===== src/rtl/inst_encoder.sv =====
// RV32I instruction encoder. Stage 1 captures a request and flags illegal
// ones; stage 2 assembles the machine word and holds it until the consumer
// takes it. rdy_in freezes everything except a synchronous reset.
module inst_encoder (
   input  logic        clk_in,
   input  logic        rst_in,
   input  logic        rdy_in,
   input  logic        in_valid,
   output logic        in_ready,
   input  logic [5:0]  order,
   input  logic [31:0] rd,
   input  logic [31:0] rs1,
   input  logic [31:0] rs2,
   input  logic [31:0] imm,
   output logic        out_valid,
   input  logic        out_ready,
   output logic [31:0] inst,
   output logic        err,
   output logic [15:0] enc_count
);

   // Shared operation codes, LUI = 0 through BGEU = 36; 37..63 are undefined.
   localparam logic [5:0] OP_LUI   = 6'd0,  OP_AUIPC = 6'd1,  OP_JAL   = 6'd2,  OP_JALR  = 6'd3;
   localparam logic [5:0] OP_LB    = 6'd4,  OP_LH    = 6'd5,  OP_LW    = 6'd6,  OP_LBU   = 6'd7;
   localparam logic [5:0] OP_LHU   = 6'd8,  OP_SB    = 6'd9,  OP_SH    = 6'd10, OP_SW    = 6'd11;
   localparam logic [5:0] OP_ADDI  = 6'd12, OP_SLTI  = 6'd13, OP_SLTIU = 6'd14, OP_XORI  = 6'd15;
   localparam logic [5:0] OP_ORI   = 6'd16, OP_ANDI  = 6'd17, OP_SLLI  = 6'd18, OP_SRLI  = 6'd19;
   localparam logic [5:0] OP_SRAI  = 6'd20, OP_ADD   = 6'd21, OP_SUB   = 6'd22, OP_SLL   = 6'd23;
   localparam logic [5:0] OP_SLT   = 6'd24, OP_SLTU  = 6'd25, OP_XOR   = 6'd26, OP_SRL   = 6'd27;
   localparam logic [5:0] OP_SRA   = 6'd28, OP_OR    = 6'd29, OP_AND   = 6'd30, OP_BEQ   = 6'd31;
   localparam logic [5:0] OP_BNE   = 6'd32, OP_BLT   = 6'd33, OP_BGE   = 6'd34, OP_BLTU  = 6'd35;
   localparam logic [5:0] OP_BGEU  = 6'd36;

   localparam logic [6:0] OPC_LUI    = 7'b0110111;
   localparam logic [6:0] OPC_AUIPC  = 7'b0010111;
   localparam logic [6:0] OPC_JAL    = 7'b1101111;
   localparam logic [6:0] OPC_JALR   = 7'b1100111;
   localparam logic [6:0] OPC_LOAD   = 7'b0000011;
   localparam logic [6:0] OPC_STORE  = 7'b0100011;
   localparam logic [6:0] OPC_OPIMM  = 7'b0010011;
   localparam logic [6:0] OPC_OP     = 7'b0110011;
   localparam logic [6:0] OPC_BRANCH = 7'b1100011;
   localparam logic [31:0] NOP_WORD  = 32'h0000_0013;

   typedef enum logic [2:0] {FMT_U, FMT_J, FMT_I, FMT_S, FMT_B, FMT_R, FMT_X} fmt_e;

   function automatic fmt_e fmt_of(input logic [5:0] o);
      if (o <= OP_AUIPC)                  return FMT_U;
      else if (o == OP_JAL)               return FMT_J;
      else if (o <= OP_LHU)               return FMT_I;
      else if (o <= OP_SW)                return FMT_S;
      else if (o <= OP_SRAI)              return FMT_I;
      else if (o <= OP_AND)               return FMT_R;
      else if (o <= OP_BGEU)              return FMT_B;
      else                                return FMT_X;
   endfunction

   function automatic logic is_shift(input logic [5:0] o);
      return (o == OP_SLLI) || (o == OP_SRLI) || (o == OP_SRAI);
   endfunction

   logic        s1_v_q, s1_v_d;
   logic [5:0]  s1_order_q, s1_order_d;
   fmt_e        s1_fmt_q, s1_fmt_d;
   logic [4:0]  s1_rd_q, s1_rd_d, s1_rs1_q, s1_rs1_d, s1_rs2_q, s1_rs2_d;
   logic [31:0] s1_imm_q, s1_imm_d;
   logic        s1_err_q, s1_err_d;
   logic        s2_v_q, s2_v_d;
   logic [31:0] inst_q, inst_d;
   logic        err_q, err_d;
   logic [15:0] cnt_q, cnt_d;

   fmt_e        chk_fmt;
   logic        chk_err, reg_bad, imm_bad;
   logic [6:0]  opc, f7;
   logic [2:0]  f3;
   logic [31:0] asm_word;
   logic        s2_free, s1_move, in_fire, out_fire;

   assign s2_free  = !s2_v_q || out_ready;
   assign s1_move  = rdy_in && s1_v_q && s2_free;
   assign in_ready = rdy_in && (!s1_v_q || s2_free);
   assign in_fire  = in_valid && in_ready;
   assign out_fire = rdy_in && s2_v_q && out_ready;

   assign out_valid = s2_v_q;
   assign inst      = inst_q;
   assign err       = err_q;
   assign enc_count = cnt_q;

   // Legality of the incoming request; only fields the format uses are checked.
   always_comb begin
      chk_fmt = fmt_of(order);
      reg_bad = 1'b0;
      imm_bad = 1'b0;
      case (chk_fmt)
         FMT_U: begin
            reg_bad = |rd[31:5];
            imm_bad = |imm[11:0];
         end
         FMT_J: begin
            reg_bad = |rd[31:5];
            imm_bad = !((&imm[31:20]) || !(|imm[31:20])) || imm[0];
         end
         FMT_I: begin
            reg_bad = (|rd[31:5]) || (|rs1[31:5]);
            // Shift amounts are unsigned 0..31, so any negative value is illegal too.
            if (is_shift(order)) imm_bad = |imm[31:5];
            else                 imm_bad = !((&imm[31:11]) || !(|imm[31:11]));
         end
         FMT_S: begin
            reg_bad = (|rs1[31:5]) || (|rs2[31:5]);
            imm_bad = !((&imm[31:11]) || !(|imm[31:11]));
         end
         FMT_B: begin
            reg_bad = (|rs1[31:5]) || (|rs2[31:5]);
            imm_bad = !((&imm[31:12]) || !(|imm[31:12])) || imm[0];
         end
         FMT_R: begin
            reg_bad = (|rd[31:5]) || (|rs1[31:5]) || (|rs2[31:5]);
         end
         default: ;
      endcase
      chk_err = (chk_fmt == FMT_X) || reg_bad || imm_bad;
   end

   // Opcode / funct3 / funct7 for the operation held in stage 1.
   always_comb begin
      opc = OPC_OPIMM;
      f3  = 3'd0;
      f7  = 7'h00;
      case (s1_order_q)
         OP_LUI:   opc = OPC_LUI;
         OP_AUIPC: opc = OPC_AUIPC;
         OP_JAL:   opc = OPC_JAL;
         OP_JALR:  opc = OPC_JALR;
         OP_LB:    begin opc = OPC_LOAD;  f3 = 3'd0; end
         OP_LH:    begin opc = OPC_LOAD;  f3 = 3'd1; end
         OP_LW:    begin opc = OPC_LOAD;  f3 = 3'd2; end
         OP_LBU:   begin opc = OPC_LOAD;  f3 = 3'd4; end
         OP_LHU:   begin opc = OPC_LOAD;  f3 = 3'd5; end
         OP_SB:    begin opc = OPC_STORE; f3 = 3'd0; end
         OP_SH:    begin opc = OPC_STORE; f3 = 3'd1; end
         OP_SW:    begin opc = OPC_STORE; f3 = 3'd2; end
         OP_ADDI:  f3 = 3'd0;
         OP_SLTI:  f3 = 3'd2;
         OP_SLTIU: f3 = 3'd3;
         OP_XORI:  f3 = 3'd4;
         OP_ORI:   f3 = 3'd6;
         OP_ANDI:  f3 = 3'd7;
         OP_SLLI:  f3 = 3'd1;
         OP_SRLI:  f3 = 3'd5;
         OP_SRAI:  begin f3 = 3'd5; f7 = 7'h20; end
         OP_ADD:   opc = OPC_OP;
         OP_SUB:   begin opc = OPC_OP; f7 = 7'h20; end
         OP_SLL:   begin opc = OPC_OP; f3 = 3'd1; end
         OP_SLT:   begin opc = OPC_OP; f3 = 3'd2; end
         OP_SLTU:  begin opc = OPC_OP; f3 = 3'd3; end
         OP_XOR:   begin opc = OPC_OP; f3 = 3'd4; end
         OP_SRL:   begin opc = OPC_OP; f3 = 3'd5; end
         OP_SRA:   begin opc = OPC_OP; f3 = 3'd5; f7 = 7'h20; end
         OP_OR:    begin opc = OPC_OP; f3 = 3'd6; end
         OP_AND:   begin opc = OPC_OP; f3 = 3'd7; end
         OP_BEQ:   begin opc = OPC_BRANCH; f3 = 3'd0; end
         OP_BNE:   begin opc = OPC_BRANCH; f3 = 3'd1; end
         OP_BLT:   begin opc = OPC_BRANCH; f3 = 3'd4; end
         OP_BGE:   begin opc = OPC_BRANCH; f3 = 3'd5; end
         OP_BLTU:  begin opc = OPC_BRANCH; f3 = 3'd6; end
         OP_BGEU:  begin opc = OPC_BRANCH; f3 = 3'd7; end
         default: ;
      endcase
   end

   // Word assembly; illegal requests become a NOP.
   always_comb begin
      asm_word = NOP_WORD;
      case (s1_fmt_q)
         FMT_U: asm_word = {s1_imm_q[31:12], s1_rd_q, opc};
         FMT_J: asm_word = {s1_imm_q[20], s1_imm_q[10:1], s1_imm_q[11], s1_imm_q[19:12], s1_rd_q, opc};
         FMT_I: begin
            if (is_shift(s1_order_q)) asm_word = {f7, s1_imm_q[4:0], s1_rs1_q, f3, s1_rd_q, opc};
            else                      asm_word = {s1_imm_q[11:0], s1_rs1_q, f3, s1_rd_q, opc};
         end
         FMT_S: asm_word = {s1_imm_q[11:5], s1_rs2_q, s1_rs1_q, f3, s1_imm_q[4:0], opc};
         FMT_B: asm_word = {s1_imm_q[12], s1_imm_q[10:5], s1_rs2_q, s1_rs1_q, f3,
                            s1_imm_q[4:1], s1_imm_q[11], opc};
         FMT_R: asm_word = {f7, s1_rs2_q, s1_rs1_q, f3, s1_rd_q, opc};
         default: ;
      endcase
      if (s1_err_q) asm_word = NOP_WORD;
   end

   // Pipeline advance; nothing moves while rdy_in is low.
   always_comb begin
      s1_v_d     = s1_v_q;
      s1_order_d = s1_order_q;
      s1_fmt_d   = s1_fmt_q;
      s1_rd_d    = s1_rd_q;
      s1_rs1_d   = s1_rs1_q;
      s1_rs2_d   = s1_rs2_q;
      s1_imm_d   = s1_imm_q;
      s1_err_d   = s1_err_q;
      s2_v_d     = s2_v_q;
      inst_d     = inst_q;
      err_d      = err_q;
      cnt_d      = cnt_q;
      if (s1_move) begin
         s2_v_d = 1'b1;
         inst_d = asm_word;
         err_d  = s1_err_q;
      end else if (out_fire) begin
         s2_v_d = 1'b0;
      end
      if (in_fire) begin
         s1_v_d     = 1'b1;
         s1_order_d = order;
         s1_fmt_d   = chk_fmt;
         s1_rd_d    = rd[4:0];
         s1_rs1_d   = rs1[4:0];
         s1_rs2_d   = rs2[4:0];
         s1_imm_d   = imm;
         s1_err_d   = chk_err;
      end else if (s1_move) begin
         s1_v_d = 1'b0;
      end
      if (out_fire) cnt_d = cnt_q + 16'd1;
   end

   // Control and output registers, cleared by reset regardless of rdy_in.
   always_ff @(posedge clk_in) begin
      if (rst_in) begin
         s1_v_q <= 1'b0;
         s2_v_q <= 1'b0;
         inst_q <= 32'h0;
         err_q  <= 1'b0;
         cnt_q  <= 16'h0;
      end else begin
         s1_v_q <= s1_v_d;
         s2_v_q <= s2_v_d;
         inst_q <= inst_d;
         err_q  <= err_d;
         cnt_q  <= cnt_d;
      end
   end

   // Stage-1 payload, only meaningful while s1_v_q is set.
   always_ff @(posedge clk_in) begin
      s1_order_q <= s1_order_d;
      s1_fmt_q   <= s1_fmt_d;
      s1_rd_q    <= s1_rd_d;
      s1_rs1_q   <= s1_rs1_d;
      s1_rs2_q   <= s1_rs2_d;
      s1_imm_q   <= s1_imm_d;
      s1_err_q   <= s1_err_d;
   end

endmodule


===== config.mk =====
export PLATFORM = sky130hd
export DESIGN_NAME = inst_encoder
export DESIGN_NICKNAME = d
export VERILOG_FILES = /design/src/rtl/inst_encoder.sv
export SDC_FILE = /design/constraint.sdc
export NUM_CORES = 1
export LEC_CHECK = 0
export ABC_AREA = 1
export BUFFER_PORTS_ARGS = -buffer_cell sky130_fd_sc_hd__buf_4
export CAP_MARGIN = 10
export CELL_PAD_IN_SITES_DETAIL_PLACEMENT = 0
export CELL_PAD_IN_SITES_GLOBAL_PLACEMENT = 2
export CORE_MARGIN = 2
export CORE_UTILIZATION = 30
export CTS_CLUSTER_DIAMETER = 200
export DETAILED_ROUTE_END_ITERATION = 12
export GPL_TIMING_DRIVEN = 0
export PLACE_DENSITY = 0.9
export SLEW_MARGIN = 15
export SYNTH_ARGS = -nofsm -noshare
export SYNTH_HDL_FRONTEND = slang
export SYNTH_SLANG_ARGS = --single-unit

===== constraint.sdc =====
create_clock -name clk_in -period 6.25 [get_ports clk_in]
set_input_delay 0.9375 -clock clk_in [delete_from_list [all_inputs] [get_ports clk_in]]
set_output_delay 0.9375 -clock clk_in [all_outputs]
set_load 0.05 [all_outputs]

==> metrics.cfg, run 1 <==
[yosys]
avgSynthCellArea_um2=7.79
synth_top_area_frac=0.313
ys.flop_type=edfxtp_1
syn_inst=701
synth.distinct_cells=43
synth_top_cell_by_area=edfxtp_1
synth-edff-count=57
ys_ff_latch=107
ys_top_cells_by_area=edfxtp_1, dfxtp_1, nand2_1
synth_area_um2=5460
yosysSeqAreaShare=0.497
synth-warning-count=0
async_flop_share=0
syn_nets=841

[floorplanning]
core-area_um2=17900
io_pins=190
die-area_um2=19300
initial_utilization=0.305
die_x_um=139
die_y_um=139
rows=49

[pwr]
ir_drop_mv=0.128
power_frac_clock=0.366
seqPwrFrac=0.499
p_per_area_nw_per_um2=207
p_int_mw=1.14
switchingPower_mw=0.408
comb_power_share=0.135
leakage_nw=3.30
p_sw_frac=0.263

[final_layout]
nNetsFinal=1041
drive_gt1_frac=0.277
multiInputGateArea_um2=2440
diodes=0
fillers=1910
area_delta_synth_final_pct=37.0
regArea_um2=2710

[clock_network]
clkTransAtPathRegs_ns=0.07
cts_root_buf=clkbuf_16
clkLatencyLatePin_ns=0.36
cts-buffers-inserted=9
htreeDepth=3
cts_tree=built
hold_buffers=0
cts_resized=0
clk_path_buf_depth=2
post_cts_buffers=0
clock-sinks=107

[timing]
timing.final.ws_setup_ns=3.68
rsz0062_at_grt=no
holdWs_ns=0.466
hold_viol=0
skew_ns=0.0112
max_slew_margin=0.584
timing.fmax_mhz=389
final_max_slew_viol_count=0
tightest_slew_ns=0.623
timing.final.crit_period_ns=2.57
setup_viol=0
period_share=0.411
tns_ns=0

[place]
io_buffers=188
place_hpwl_um=13300
gp_congestion=0.883
preCtsSetupSlack_ns=3.67

[global_routing]
overflow=0
grt_pass1_vias=5204
grt_pass1_wl_um=25800
antenna_found_initial=0
grt_max_degree=31
grtUsageTotal=0.168

[detailed_routing]
wire_per_inst_um=14.1
viasPerCell=4.66
vias=5285
detail-route-antenna-nets=0
drtIter0Drc=203
drt-total-wl_um=15900
drt_drc_violations_left=0
firstDrtPassIters=4

[worst_setup_path]
end_kind=output pin
start_kind=primary input
arrival_ns=1.63
rr_endpoint=inst[25]
reg2reg_slack_ns=4.36
crit_fanout=2
r2r_cells=10
crit_required_ns=5.31
path_class=primary input to output pin
r2r_start=s1_order_q[3]

[job]
timing.max_cap.violations=0

[worst_hold_path]
min_path_type=flip-flop to flip-flop
hold-path-endpoint=inst[6]
min_path_cells=2
worstHoldStart=inst[6]

[run_status]
outcome=finished clean

-- cells by family after synthesis --
logic type | after synthesis | share of synthesized area
flip-flops | 107 | 0.497
AND/OR/NAND/NOR | 422 | 0.339
buffers and inverters | 77 | 0.0573
AO/OA/AOI/OAI | 94 | 0.105
adder cells (fa/ha/maj) | 1 | 0.00229
-- layer usage --
metal | track usage | vias up | wire length [um]
li1 | - | 2733 | -
met4 | 0.0574 | 0 | 364
met2 | 0.294 | 177 | 7780
met1 | 0.207 | 2352 | 6920
met3 | 0.0338 | 23 | 886
met5 | 0 | - | 0
-- flip-flops by register name (all words and copies together), names as in the netlist --
register	count
s1_rs2_q	5
s1_err_q	1
s1_v_q	1
err	1
s1_fmt_q	3
inst	31
enc_count	16
s1_rd_q	5
s1_rs1_q	5
out_valid	1
s1_order_q	6
s1_imm_q	32
-- per-stage QoR --
stage / cell area [um^2] / power (mW) / std cells / utilization
detailed placement: 7180 / 1.00 / 1119 / 0.401
floorplan: 5460 / 0.887 / 701 / -
global route: 7480 / 1.62 / 1135 / 0.418
global placement: 7160 / 1.00 / 1118 / 0.400
CTS: 7480 / 1.57 / 1135 / 0.418
finish: 7480 / 1.55 / 1135 / 0.418
-- synth_stat cells, types with 4 or more instances --
| master | count |
|---|---|
| a21oi_1 | 46 |
| a22o_1 | 9 |
| a22oi_1 | 5 |
| clkbuf_1 | 8 |
| dfxtp_1 | 50 |
| edfxtp_1 | 57 |
| inv_1 | 54 |
| inv_2 | 10 |
| nand2_1 | 209 |
| nand3_1 | 42 |
| nand3b_1 | 4 |
| nand4_1 | 12 |
| nor2_1 | 110 |
| nor2_2 | 11 |
| nor3_1 | 11 |
| o21a_1 | 4 |
| o21ai_0 | 18 |
-- cell type report --
class	instances	area share
Sequential cell	107	0.363
Multi-Input combinational cell	517	0.326
Clock inverter	7	0.0100
Clock buffer	9	0.0301
Tap cell	229	0.0383
Buffer	13	0.00970
Inverter	64	0.0321
Timing Repair Buffer	189	0.191
-- cells in the final DEF (no fill, tap or decap), types with 2 or more instances in the layout --
master     count
buf_6          2
and3_1         2
nand2_2        3
a22oi_1        5
nor2_1       110
clkbuf_16      9
inv_2         11
o21a_1         4
nor3_4         2
a31oi_1        2
o211ai_1       2
clkbuf_1       8
nor2_4         3
a21oi_1       46
buf_4        190
nand4_1       12
or2_2          2
dfxtp_1       50
inv_6          2
a22o_1         9
nand3_2        3
nor4_1         3
o21ai_0       18
nor2_2        11
nor3_1        11
nand3_1       42
edfxtp_1      57
inv_1         53
nand2_1      209
inv_8          3
nand3b_1       4
-- critical path: stages --
cell     delay (ns)
buf_4          0.12
nor2_1         0.22
nand2_1        0.08
nand2_1        0.06
inv_1          0.04
buf_4          0.18
-- how the worst max path moves through the flow --
| stage | slack, ns | startpoint | cells after the start | to |
|---|---|---|---|---|
| floorplan | 3.17 | out_ready | 6 | s1_err_q |
| global placement | 2.94 | out_ready | 7 | s1_rs1_q[4] |
| detailed placement | 3.67 | out_ready | 6 | in_ready |
| CTS | 3.67 | out_ready | 6 | in_ready |
| global route | 3.61 | out_ready | 6 | in_ready |
| finish | 3.68 | out_ready | 6 | in_ready |
-- power groups by stage --
stage	sequential (mW)	clock [mW]	combinational [mW]
finish	0.774	0.568	0.209
global route	0.776	0.606	0.234
CTS	0.774	0.583	0.212
detailed placement	0.790	0	0.211
global placement	0.791	0	0.210
floorplan	0.799	0	0.0885
(Power assumes the default switching activity.)
==> run 2, diff against run 1 <==
- CORE_UTILIZATION: 30 -> 28
- PLACE_DENSITY: 0.9 -> 0.85
- clock period: 6.25 -> 2.7 ns (I/O delays scaled with it)
==> run 2 against run 1 <==
Compared with the run above: core utilization is 2.6 points lower; hold slack worse by 0.24 ns; largest power group unchanged; sequential share of layout area down 0.30 points; register-to-register slack worse by 3.9 ns.
==> metrics.cfg, run 2 (synthesis gave the netlist of run 1 again) <==
[pwr]
comb_power_share=0.134
finalPower_mw=3.59
seqPwrFrac=0.498
power_frac_clock=0.367
ir_drop_mv=0.249
switchingPower_mw=0.943
p_sw_frac=0.262
p_int_mw=2.65
leakage_nw=3.30
p_per_area_nw_per_um2=476

[clock_network]
cts_tree=built
htreeDepth=3
clkLatencyLatePin_ns=0.35
post_cts_buffers=0
clkTransAtPathRegs_ns=0.08
clk_path_buf_depth=2
cts_resized=0
clock-sinks=107
cts-buffers-inserted=9
hold_buffers=0
cts_root_buf=clkbuf_16

[detailed_routing]
drt_drc_violations_left=0
firstDrtPassIters=4
vias=5182
drt-total-wl_um=15700
detail-route-antenna-nets=0
viasPerCell=4.43
drtIter0Drc=273
wire_per_inst_um=13.4

[worst_setup_path]
reg2reg_slack_ns=0.45
crit_chain=inv_2 > nor2_1 > nand2_1 > nand2_1 > inv_1 > nand2_1 > clkinvlp_4 > buf_16
worst_path_largest_cell_delay_ns=0.61
r2r_cells=8
crit_required_ns=2.80
crit_top_cell=nand2_1
r2r_start=out_valid
path_class=flip-flop to flip-flop
critPathTopFamily=buffers and inverters
start_kind=flip-flop
crit_fanout=33
crit_buf_inv=4
arrival_ns=2.35
end_kind=flip-flop
critical_path_depth=8
rr_endpoint=s1_order_q[2]
cp_slowest_cell=clkinvlp_4

[timing]
tns_ns=0
period_share=0.833
hold_viol=0
rsz0062_at_grt=no
timing.final.crit_period_ns=2.25
timing.fmax_mhz=445
skew_ns=0.00878
setup_viol=0
max_slew_margin=0.507
final_max_slew_viol_count=0
tightest_slew_ns=0.738

[place]
gp_congestion=0.874
io_buffers=188
place_hpwl_um=12800
dpl_cell_area_um2=7210

[floorplanning]
io_pins=190
initial_utilization=0.283
core-area_um2=19300
die_x_um=144
die-area_um2=20600
rows=51
die_y_um=144

[global_routing]
antenna_found_initial=0
grtUsageTotal=0.156
grt_pass1_vias=5010
grt_max_degree=58
grt_pass1_wl_um=25000
overflow=0

[final_layout]
regArea_um2=2710
drive_gt1_frac=0.277
layout_commonest_cell=nand2_1
layout_common_cells=nand2_1, buf_4, nor2_1
multiInputGateArea_um2=2440
nNetsFinal=1041
fillers=2099
area_delta_synth_final_pct=38.1
diodes=0
largest_register_ffs=32
top_register=s1_imm_q
post-route-cell-area_um2=7540

[run_status]
outcome=finished clean

[worst_hold_path]
worstHoldStart=rs2[1]
min_path_cells=1
hold-path-endpoint=s1_rs2_q[1]
min_path_type=primary input to flip-flop

[job]
timing.max_cap.violations=0

-- run 2: final cells by class --
type	count	share of cell area
sequential	107	0.360
multi-input combinational	517	0.323
timing repair buffer	189	0.191
tap	265	0.0440
inverter	64	0.0323
clock buffer	9	0.0299
clock inverter	7	0.0108
buffer	13	0.00962
-- run 2: layer usage --
metal  up-vias  global-route usage  routed length (um)
li1       2735                   -                   -
met1      2265               0.193                6870
met2       165               0.273                7620
met3        17              0.0347                 983
met4         0              0.0418                 242
met5         -                   0                   0
-- run 2: through the flow --
| stage | instances | hold slack, ns | setup WS, ns | util |
|---|---|---|---|---|
| 2_1_floorplan | 701 | 0.466 | 0.0559 | - |
| 3_3_place_gp | 1154 | 0.453 | 0.0915 | 0.374 |
| 3_5_place_dp | 1154 | 0.457 | 0.0459 | 0.374 |
| 4_1_cts | 1170 | 0.213 | 0.144 | 0.390 |
| 5_1_grt | 1171 | 0.208 | 0.269 | 0.391 |
| 6_report | 1171 | 0.227 | 0.452 | 0.391 |
-- run 2: worst max path at each step --
stage | from | endpoint
after CTS | out_valid | s1_order_q[2]
after global routing | out_valid | s1_rs1_q[3]
after detailed placement | out_ready | s1_rs1_q[3]
after floorplan | out_valid | s1_err_q
final | out_valid | s1_order_q[2]
after global placement | out_ready | s1_rs1_q[3]
-- run 2: power by group through the flow --
stage	logic, mW	registers [mW]	clock network [mW]
global placement	0.483	1.83	0
global route	0.539	1.80	1.43
detailed placement	0.482	1.83	0
floorplan	0.205	1.85	0
CTS	0.483	1.79	1.36
finish	0.482	1.79	1.32
